<file path="src/rtl/sound_event_arbiter.sv">
// sound_event_arbiter: shares one tone generator between the game event pulses.
// Request pulses are latched as pending bits and granted in fixed priority
// (lose > win > scored > missed > collision). Each grant plays a short note
// sequence, with note and gap lengths counted in video frames (startOfFrame).
// Optional build macro: PREEMPT_EN lets a higher-priority pending request abort
// the event that is playing. When it is undefined, events always run to completion.
module sound_event_arbiter #(
    parameter int unsigned NOTE_FRAMES = 8,
    parameter int unsigned GAP_FRAMES  = 2
) (
    input  logic       clk,
    input  logic       resetN,
    input  logic       startOfFrame,
    input  logic       loseReq,
    input  logic       winReq,
    input  logic       scoredReq,
    input  logic       missedReq,
    input  logic       collisionReq,
    input  logic       mute,
    output logic       sound_on,
    output logic [3:0] tone_id,
    output logic [2:0] active_event,
    output logic       busy,
    output logic       done_pulse
);

    localparam logic [1:0] IDLE = 2'd0;
    localparam logic [1:0] PLAY = 2'd1;
    localparam logic [1:0] GAP  = 2'd2;

    localparam logic [7:0] NoteFrames = 8'(NOTE_FRAMES);
    localparam logic [7:0] GapFrames  = 8'(GAP_FRAMES);
    localparam bit         HasGap     = (GAP_FRAMES != 0);
    localparam logic [2:0] NoEvent    = 3'd7;

    // Note code for note idx of event ev
    function automatic logic [3:0] noteOf(input logic [2:0] ev, input logic [1:0] idx);
        logic [3:0] n;
        n = 4'd0;
        case (ev)
            3'd0: case (idx)
                2'd0:    n = 4'd7;
                2'd1:    n = 4'd5;
                2'd2:    n = 4'd3;
                default: n = 4'd1;
            endcase
            3'd1: case (idx)
                2'd0:    n = 4'd1;
                2'd1:    n = 4'd3;
                2'd2:    n = 4'd5;
                default: n = 4'd8;
            endcase
            3'd2:    n = (idx == 2'd0) ? 4'd5 : 4'd8;
            3'd3:    n = (idx == 2'd0) ? 4'd3 : 4'd2;
            3'd4:    n = 4'd10;
            default: n = 4'd0;
        endcase
        return n;
    endfunction

    // Index of the final note of event ev
    function automatic logic [1:0] lastIdx(input logic [2:0] ev);
        logic [1:0] l;
        case (ev)
            3'd0, 3'd1: l = 2'd3;
            3'd2, 3'd3: l = 2'd1;
            default:    l = 2'd0;
        endcase
        return l;
    endfunction

    // Lowest set bit index (highest priority)
    function automatic logic [2:0] lowestSet(input logic [4:0] v);
        logic [2:0] r;
        r = 3'd0;
        for (int i = 4; i >= 0; i--) begin
            if (v[i]) r = 3'(i);
        end
        return r;
    endfunction

    logic [1:0] stateQ, stateD;
    logic [4:0] pendingQ, pendingD;
    logic [1:0] noteIdxQ, noteIdxD;
    logic [7:0] frameCntQ, frameCntD;
    logic [3:0] toneQ, toneD;
    logic [2:0] eventQ, eventD;
    logic       soundOnQ, soundOnD;
    logic       busyQ, busyD;
    logic       doneQ, doneD;

    logic [4:0] reqVec;
    logic [4:0] clearMask;
    logic [2:0] grantIdx;
    logic [7:0] frameNext;
    logic [1:0] noteIdxNext;
    logic       preemptReq;

    assign reqVec      = {collisionReq, missedReq, scoredReq, winReq, loseReq};
    assign grantIdx    = lowestSet(pendingQ);
    assign frameNext   = frameCntQ + 8'd1;
    assign noteIdxNext = noteIdxQ + 2'd1;

`ifdef PREEMPT_EN
    logic [4:0] higherMask;

    // Pending bits that outrank the event currently playing
    always_comb begin
        higherMask = '0;
        for (int i = 0; i < 5; i++) begin
            higherMask[i] = (3'(i) < eventQ);
        end
    end

    assign preemptReq = (stateQ != IDLE) && (|(pendingQ & higherMask));
`else
    assign preemptReq = 1'b0;
`endif

    // Next-state: grant, note/gap frame counting, pending capture
    always_comb begin
        stateD    = stateQ;
        noteIdxD  = noteIdxQ;
        frameCntD = frameCntQ;
        toneD     = toneQ;
        eventD    = eventQ;
        soundOnD  = soundOnQ;
        busyD     = busyQ;
        doneD     = 1'b0;
        clearMask = '0;

        if ((stateQ == IDLE && (|pendingQ)) || preemptReq) begin
            // Grant; a preempted event is simply dropped, no done_pulse
            stateD              = PLAY;
            noteIdxD            = 2'd0;
            frameCntD           = 8'd0;
            toneD               = noteOf(grantIdx, 2'd0);
            eventD              = grantIdx;
            soundOnD            = !mute;
            busyD               = 1'b1;
            clearMask[grantIdx] = 1'b1;
        end else begin
            case (stateQ)
                IDLE: ;
                PLAY: begin
                    soundOnD = !mute;
                    if (startOfFrame) begin
                        if (frameNext == NoteFrames) begin
                            frameCntD = 8'd0;
                            if (noteIdxQ == lastIdx(eventQ)) begin
                                stateD   = IDLE;
                                doneD    = 1'b1;
                                soundOnD = 1'b0;
                                eventD   = NoEvent;
                                busyD    = 1'b0;
                            end else if (HasGap) begin
                                stateD   = GAP;
                                soundOnD = 1'b0;
                            end else begin
                                noteIdxD = noteIdxNext;
                                toneD    = noteOf(eventQ, noteIdxNext);
                            end
                        end else begin
                            frameCntD = frameNext;
                        end
                    end
                end
                GAP: begin
                    soundOnD = 1'b0;
                    if (startOfFrame) begin
                        if (frameNext == GapFrames) begin
                            stateD    = PLAY;
                            noteIdxD  = noteIdxNext;
                            toneD     = noteOf(eventQ, noteIdxNext);
                            soundOnD  = !mute;
                            frameCntD = 8'd0;
                        end else begin
                            frameCntD = frameNext;
                        end
                    end
                end
                default: begin
                    // Unreachable encoding: fall back to idle
                    stateD   = IDLE;
                    soundOnD = 1'b0;
                    eventD   = NoEvent;
                    busyD    = 1'b0;
                end
            endcase
        end

        // Pulses arriving in the grant cycle are still captured
        pendingD = (pendingQ & ~clearMask) | reqVec;
    end

    // State and output registers
    always_ff @(posedge clk or negedge resetN) begin
        if (!resetN) begin
            stateQ    <= IDLE;
            pendingQ  <= 5'b0;
            noteIdxQ  <= 2'd0;
            frameCntQ <= 8'd0;
            toneQ     <= 4'd0;
            eventQ    <= NoEvent;
            soundOnQ  <= 1'b0;
            busyQ     <= 1'b0;
            doneQ     <= 1'b0;
        end else begin
            stateQ    <= stateD;
            pendingQ  <= pendingD;
            noteIdxQ  <= noteIdxD;
            frameCntQ <= frameCntD;
            toneQ     <= toneD;
            eventQ    <= eventD;
            soundOnQ  <= soundOnD;
            busyQ     <= busyD;
            doneQ     <= doneD;
        end
    end

    assign sound_on     = soundOnQ;
    assign tone_id      = toneQ;
    assign active_event = eventQ;
    assign busy         = busyQ;
    assign done_pulse   = doneQ;

endmodule

</file>
<file path="config.mk">
export PLATFORM = sky130hd
export DESIGN_NAME = sound_event_arbiter
export DESIGN_NICKNAME = d
export VERILOG_FILES = /design/src/rtl/sound_event_arbiter.sv
export SDC_FILE = /design/constraint.sdc
export NUM_CORES = 1
export LEC_CHECK = 0
export ABC_AREA = 1
export ABC_CLOCK_PERIOD_IN_PS = 3300
export BUFFER_PORTS_ARGS = -buffer_cell sky130_fd_sc_hd__buf_2
export CAP_MARGIN = 10
export CORE_AREA = 2 2 86 47
export CTS_CLUSTER_SIZE = 40
export DETAILED_ROUTE_END_ITERATION = 7
export DIE_AREA = 0 0 88 49
export PLACE_DENSITY = 0.68
export SETUP_SLACK_MARGIN = 0.3
export SLEW_MARGIN = 20
export SYNTH_ARGS = -nofsm -noshare
export SYNTH_HDL_FRONTEND = slang
export SYNTH_SLANG_ARGS = --single-unit
</file>
<file path="constraint.sdc">
create_clock -name clk -period 3.3 [get_ports clk]
set_input_delay 0.66 -clock clk [delete_from_list [all_inputs] [get_ports clk]]
set_output_delay 0.66 -clock clk [all_outputs]
set_load 0.01 [all_outputs]
</file>
==> flow_summary.rst <==
.. list-table::
   :header-rows: 1

   * - Metric
     - Value
   * - Number of global-route vias before repair
     - 1337
   * - Maximum number of pins on one net before global-route repair
     - 28
   * - Leading register cell type out of synthesis
     - sky130_fd_sc_hd__dfrtp_1
   * - Syn avg cell area
     - 7.95 um2
   * - Clock buffers created by TritonCTS
     - 3
   * - Total routing usage reported by global routing
     - 20.3%
   * - Antenna diode instance count
     - 0
   * - Detailed-routing iteration count for the pre-antenna-repair pass
     - 5
   * - Destination of the worst register-to-register timing path
     - frameCntQ[0]
   * - Post-CTS Resized
     - 0
   * - Worst slew margin
     - 60.7%
   * - Average detailed-routed wire length per instance
     - 13.0 um
   * - Proportion of synthesized flip-flops having asynchronous set or reset
     - 100%
   * - Worst Max-Slew Pin Slew
     - 0.590 ns
   * - Cell area after synthesis
     - 1730 um2
   * - Data required time of the critical path
     - 3.49 ns
   * - Via-to-Cell Ratio
     - 5.14
   * - Filler instances
     - 337
   * - Ports
     - 19
   * - Layout overhead on the synthesized area
     - 11.5%
   * - Source-to-sink clock delay at the later pin of the worst-skew pair
     - 0.28 ns
   * - Maximum vdd drop
     - 0.313 mV
   * - Run status
     - finished clean
   * - Biggest fanout along the worst timing path
     - 18
   * - Vias after detailed routing
     - 1502
   * - Leakage power figure
     - 0.943 nW
   * - Initial antenna violation count
     - 0
   * - Placement Setup Slack
     - 1.39 ns
   * - Placed cells
     - 288
   * - Post-DP Area
     - 1880 um2
   * - Critical path arrival
     - 2.14 ns
   * - Area of the core
     - 3620 um2
   * - Maxcap violations
     - 0
   * - First-pass GRT wire length
     - 6.75 mm
   * - Setup TNS Final
     - 0 ns
   * - Total power of the final layout
     - 1.46 mW
   * - Top cells by area, synth
     - sky130_fd_sc_hd__dfrtp_1, sky130_fd_sc_hd__nand2_1, sky130_fd_sc_hd__ha_1
   * - Pwr Density
     - 758 nW/um2
   * - Maximum root-to-sink buffer count
     - 2
   * - # setup viols final
     - 0
   * - Die height
     - 49 um
   * - Classification of the worst setup path
     - register to register
   * - CP Capture Type
     - register
   * - EDFF count, synth
     - 0
   * - Residual antenna-violating net count after detailed routing
     - 0
   * - Overflow left after global routing
     - 0
   * - Starting utilization of the core area
     - 47.6%
   * - Clock transition at the register clock pins on the worst setup and hold paths after CTS
     - 0.10 ns
   * - Final count of pins violating max slew
     - 0
   * - Post-synthesis cell count
     - 217
   * - Final routed wirelength across all metal layers
     - 3.81 mm
   * - Clk sink count
     - 27
   * - Reg-to-Reg Start
     - pendingQ[0]
   * - Synthesis Warnings
     - 0
   * - Final std cell area, no fill
     - 1920 um2
   * - NumNets Final
     - 257
   * - Post-CTS repair timing setup buffer count
     - 0
   * - Fraction of layout instances using a drive strength above 1
     - 19.7%
   * - Tcrit/Tclk final
     - 59.2%
   * - Post-Synthesis Net Count
     - 235
   * - Number of register bits inferred by synthesis
     - 27
   * - Final GP Congestion
     - 0.908
   * - Post-detail-place hpwl
     - 3.01 mm
   * - Number of hold-repair buffers added at the cts stage
     - 0
   * - Clock tree skew after final layout
     - 0.0104 ns
   * - Path depth of the worst reg2reg path
     - 9
   * - Time the final worst path needs with I/O delays and setup
     - 1.95 ns
   * - Sequential element share of the synthesized area
     - 39.4%
   * - Most common cell in the netlist
     - sky130_fd_sc_hd__nand2_1
   * - Synth top cells by count
     - sky130_fd_sc_hd__nand2_1, sky130_fd_sc_hd__inv_1, sky130_fd_sc_hd__dfrtp_1, sky130_fd_sc_hd__nand3_1, sky130_fd_sc_hd__nor2_1
   * - Type of element launching the critical path
     - register
   * - Unrepaired setup endpoints after global routing
     - no
   * - Std-Cell Rows
     - 16
   * - CTS tree
     - done
   * - Portion of synthesized cell area occupied by the leading cell type
     - 34.8%
   * - Clk root buf
     - sky130_fd_sc_hd__clkbuf_8
   * - Non-filler cells, final
     - 292
   * - Top achievable clock speed
     - 512 MHz
   * - Library cell with the largest summed area after synthesis
     - sky130_fd_sc_hd__dfrtp_1
   * - Distinct cell type count after synthesis
     - 32
   * - Number of DRC violations after detailed routing
     - 0
   * - Deepest level of the CTS H-tree
     - 1
   * - X dimension of the die
     - 88 um
   * - Starting DRT DRC Count
     - 214
   * - Fin worst setup slack
     - 1.35 ns
   * - Reg-to-reg setup timing slack
     - 1.35 ns
   * - Hold crit path type
     - input pin to async pin
   * - Overall die area
     - 4310 um2
   * - Final hold violation count
     - 0
   * - Number of port buffers
     - 18
worst max-delay path by stage:
stage	startpoint	to	slack (ns)
after detailed placement	pendingQ[0]	frameCntQ[6]	1.39
after CTS	pendingQ[0]	frameCntQ[6]	1.36
after floorplan	frameCntQ[0]	stateQ[0]	1.65
final	pendingQ[0]	frameCntQ[0]	1.35
after global routing	pendingQ[0]	frameCntQ[6]	1.08
after global placement	pendingQ[0]	frameCntQ[6]	1.43
power breakdown:
group	internal, mW	switching [mW]
clock	0.0846	0.104
sequential	0.435	0.0843
combinational	0.262	0.488
total	0.781	0.676
metrics by stage:
stage / hold WS, ns / utilization, %
2_1_floorplan: 0.364 / -
3_3_place_gp: 0.457 / 51.8
3_5_place_dp: 0.467 / 51.8
4_1_cts: 0.400 / 53.1
5_1_grt: 0.425 / 53.1
6_report: 0.372 / 53.1
critical path, cell delays in order (launching register included):
cell and delay, ns:
sky130_fd_sc_hd__dfrtp_1 0.39, sky130_fd_sc_hd__inv_1 0.10, sky130_fd_sc_hd__nand2_2 0.08, sky130_fd_sc_hd__nor2_1 0.15, sky130_fd_sc_hd__nand2_1 0.12, sky130_fd_sc_hd__nand2_4 0.22
sky130_fd_sc_hd__inv_1 0.17, sky130_fd_sc_hd__nor2_1 0.23, sky130_fd_sc_hd__nand3_2 0.19, sky130_fd_sc_hd__o21ai_0 0.22
kinds of logic after synthesis:
kind of cell | after synthesis | share of synthesized area [%]
and+or+nand+nor | 114 | 32.9
AOI/OAI and AO/OA | 35 | 13.6
buffers and inverters | 30 | 6.60
DFF | 27 | 39.4
adders and majority gates | 9 | 6.53
xor gates and xnor gates | 2 | 1.02
registers in the layout, summed over array words and instances, names as in the netlist:
name,count
stateQ,2
sound_on,1
noteIdxQ,2
tone_id,4
active_event,3
frameCntQ,8
pendingQ,5
done_pulse,1
busy,1
cell usage in the layout (no fill, tap or decap), types with 3 or more instances in the layout:
master / count
sky130_fd_sc_hd__nand2_1: 50
sky130_fd_sc_hd__inv_1: 29
sky130_fd_sc_hd__dfrtp_1: 24
sky130_fd_sc_hd__nor2_1: 20
sky130_fd_sc_hd__nand3_1: 20
sky130_fd_sc_hd__buf_2: 18
sky130_fd_sc_hd__o21ai_0: 12
sky130_fd_sc_hd__ha_1: 9
sky130_fd_sc_hd__nand2_2: 6
sky130_fd_sc_hd__o21bai_1: 4
sky130_fd_sc_hd__nand3_2: 4
sky130_fd_sc_hd__o22ai_1: 4
sky130_fd_sc_hd__nor3_1: 3
sky130_fd_sc_hd__o211ai_1: 3
sky130_fd_sc_hd__a21oi_2: 3
sky130_fd_sc_hd__dfstp_2: 3
sky130_fd_sc_hd__clkbuf_8: 3
metal layers:
metal	part of all wire (%)	track usage, %	up-vias	wire, um
li1	-	-	759	-
met1	58	37.1	692	2220
met2	35	23.0	49	1340
met3	6.0	4.74	2	230
met4	0.42	2.31	0	16
met5	0	0	-	0
cell type report:
cell class / count / area (um2) / share of cell area (%)
Multi-Input combinational cell: 160 / 932 / 48.4
Tap cell: 54 / 67.6 / 3.51
Timing Repair Buffer: 18 / 90.1 / 4.68
Clock inverter: 1 / 5.00 / 0.260
Inverter: 29 / 109 / 5.66
Clock buffer: 3 / 41.3 / 2.15
Sequential cell: 27 / 679 / 35.3
No activity file was read; power rests on OpenSTA's default activity.
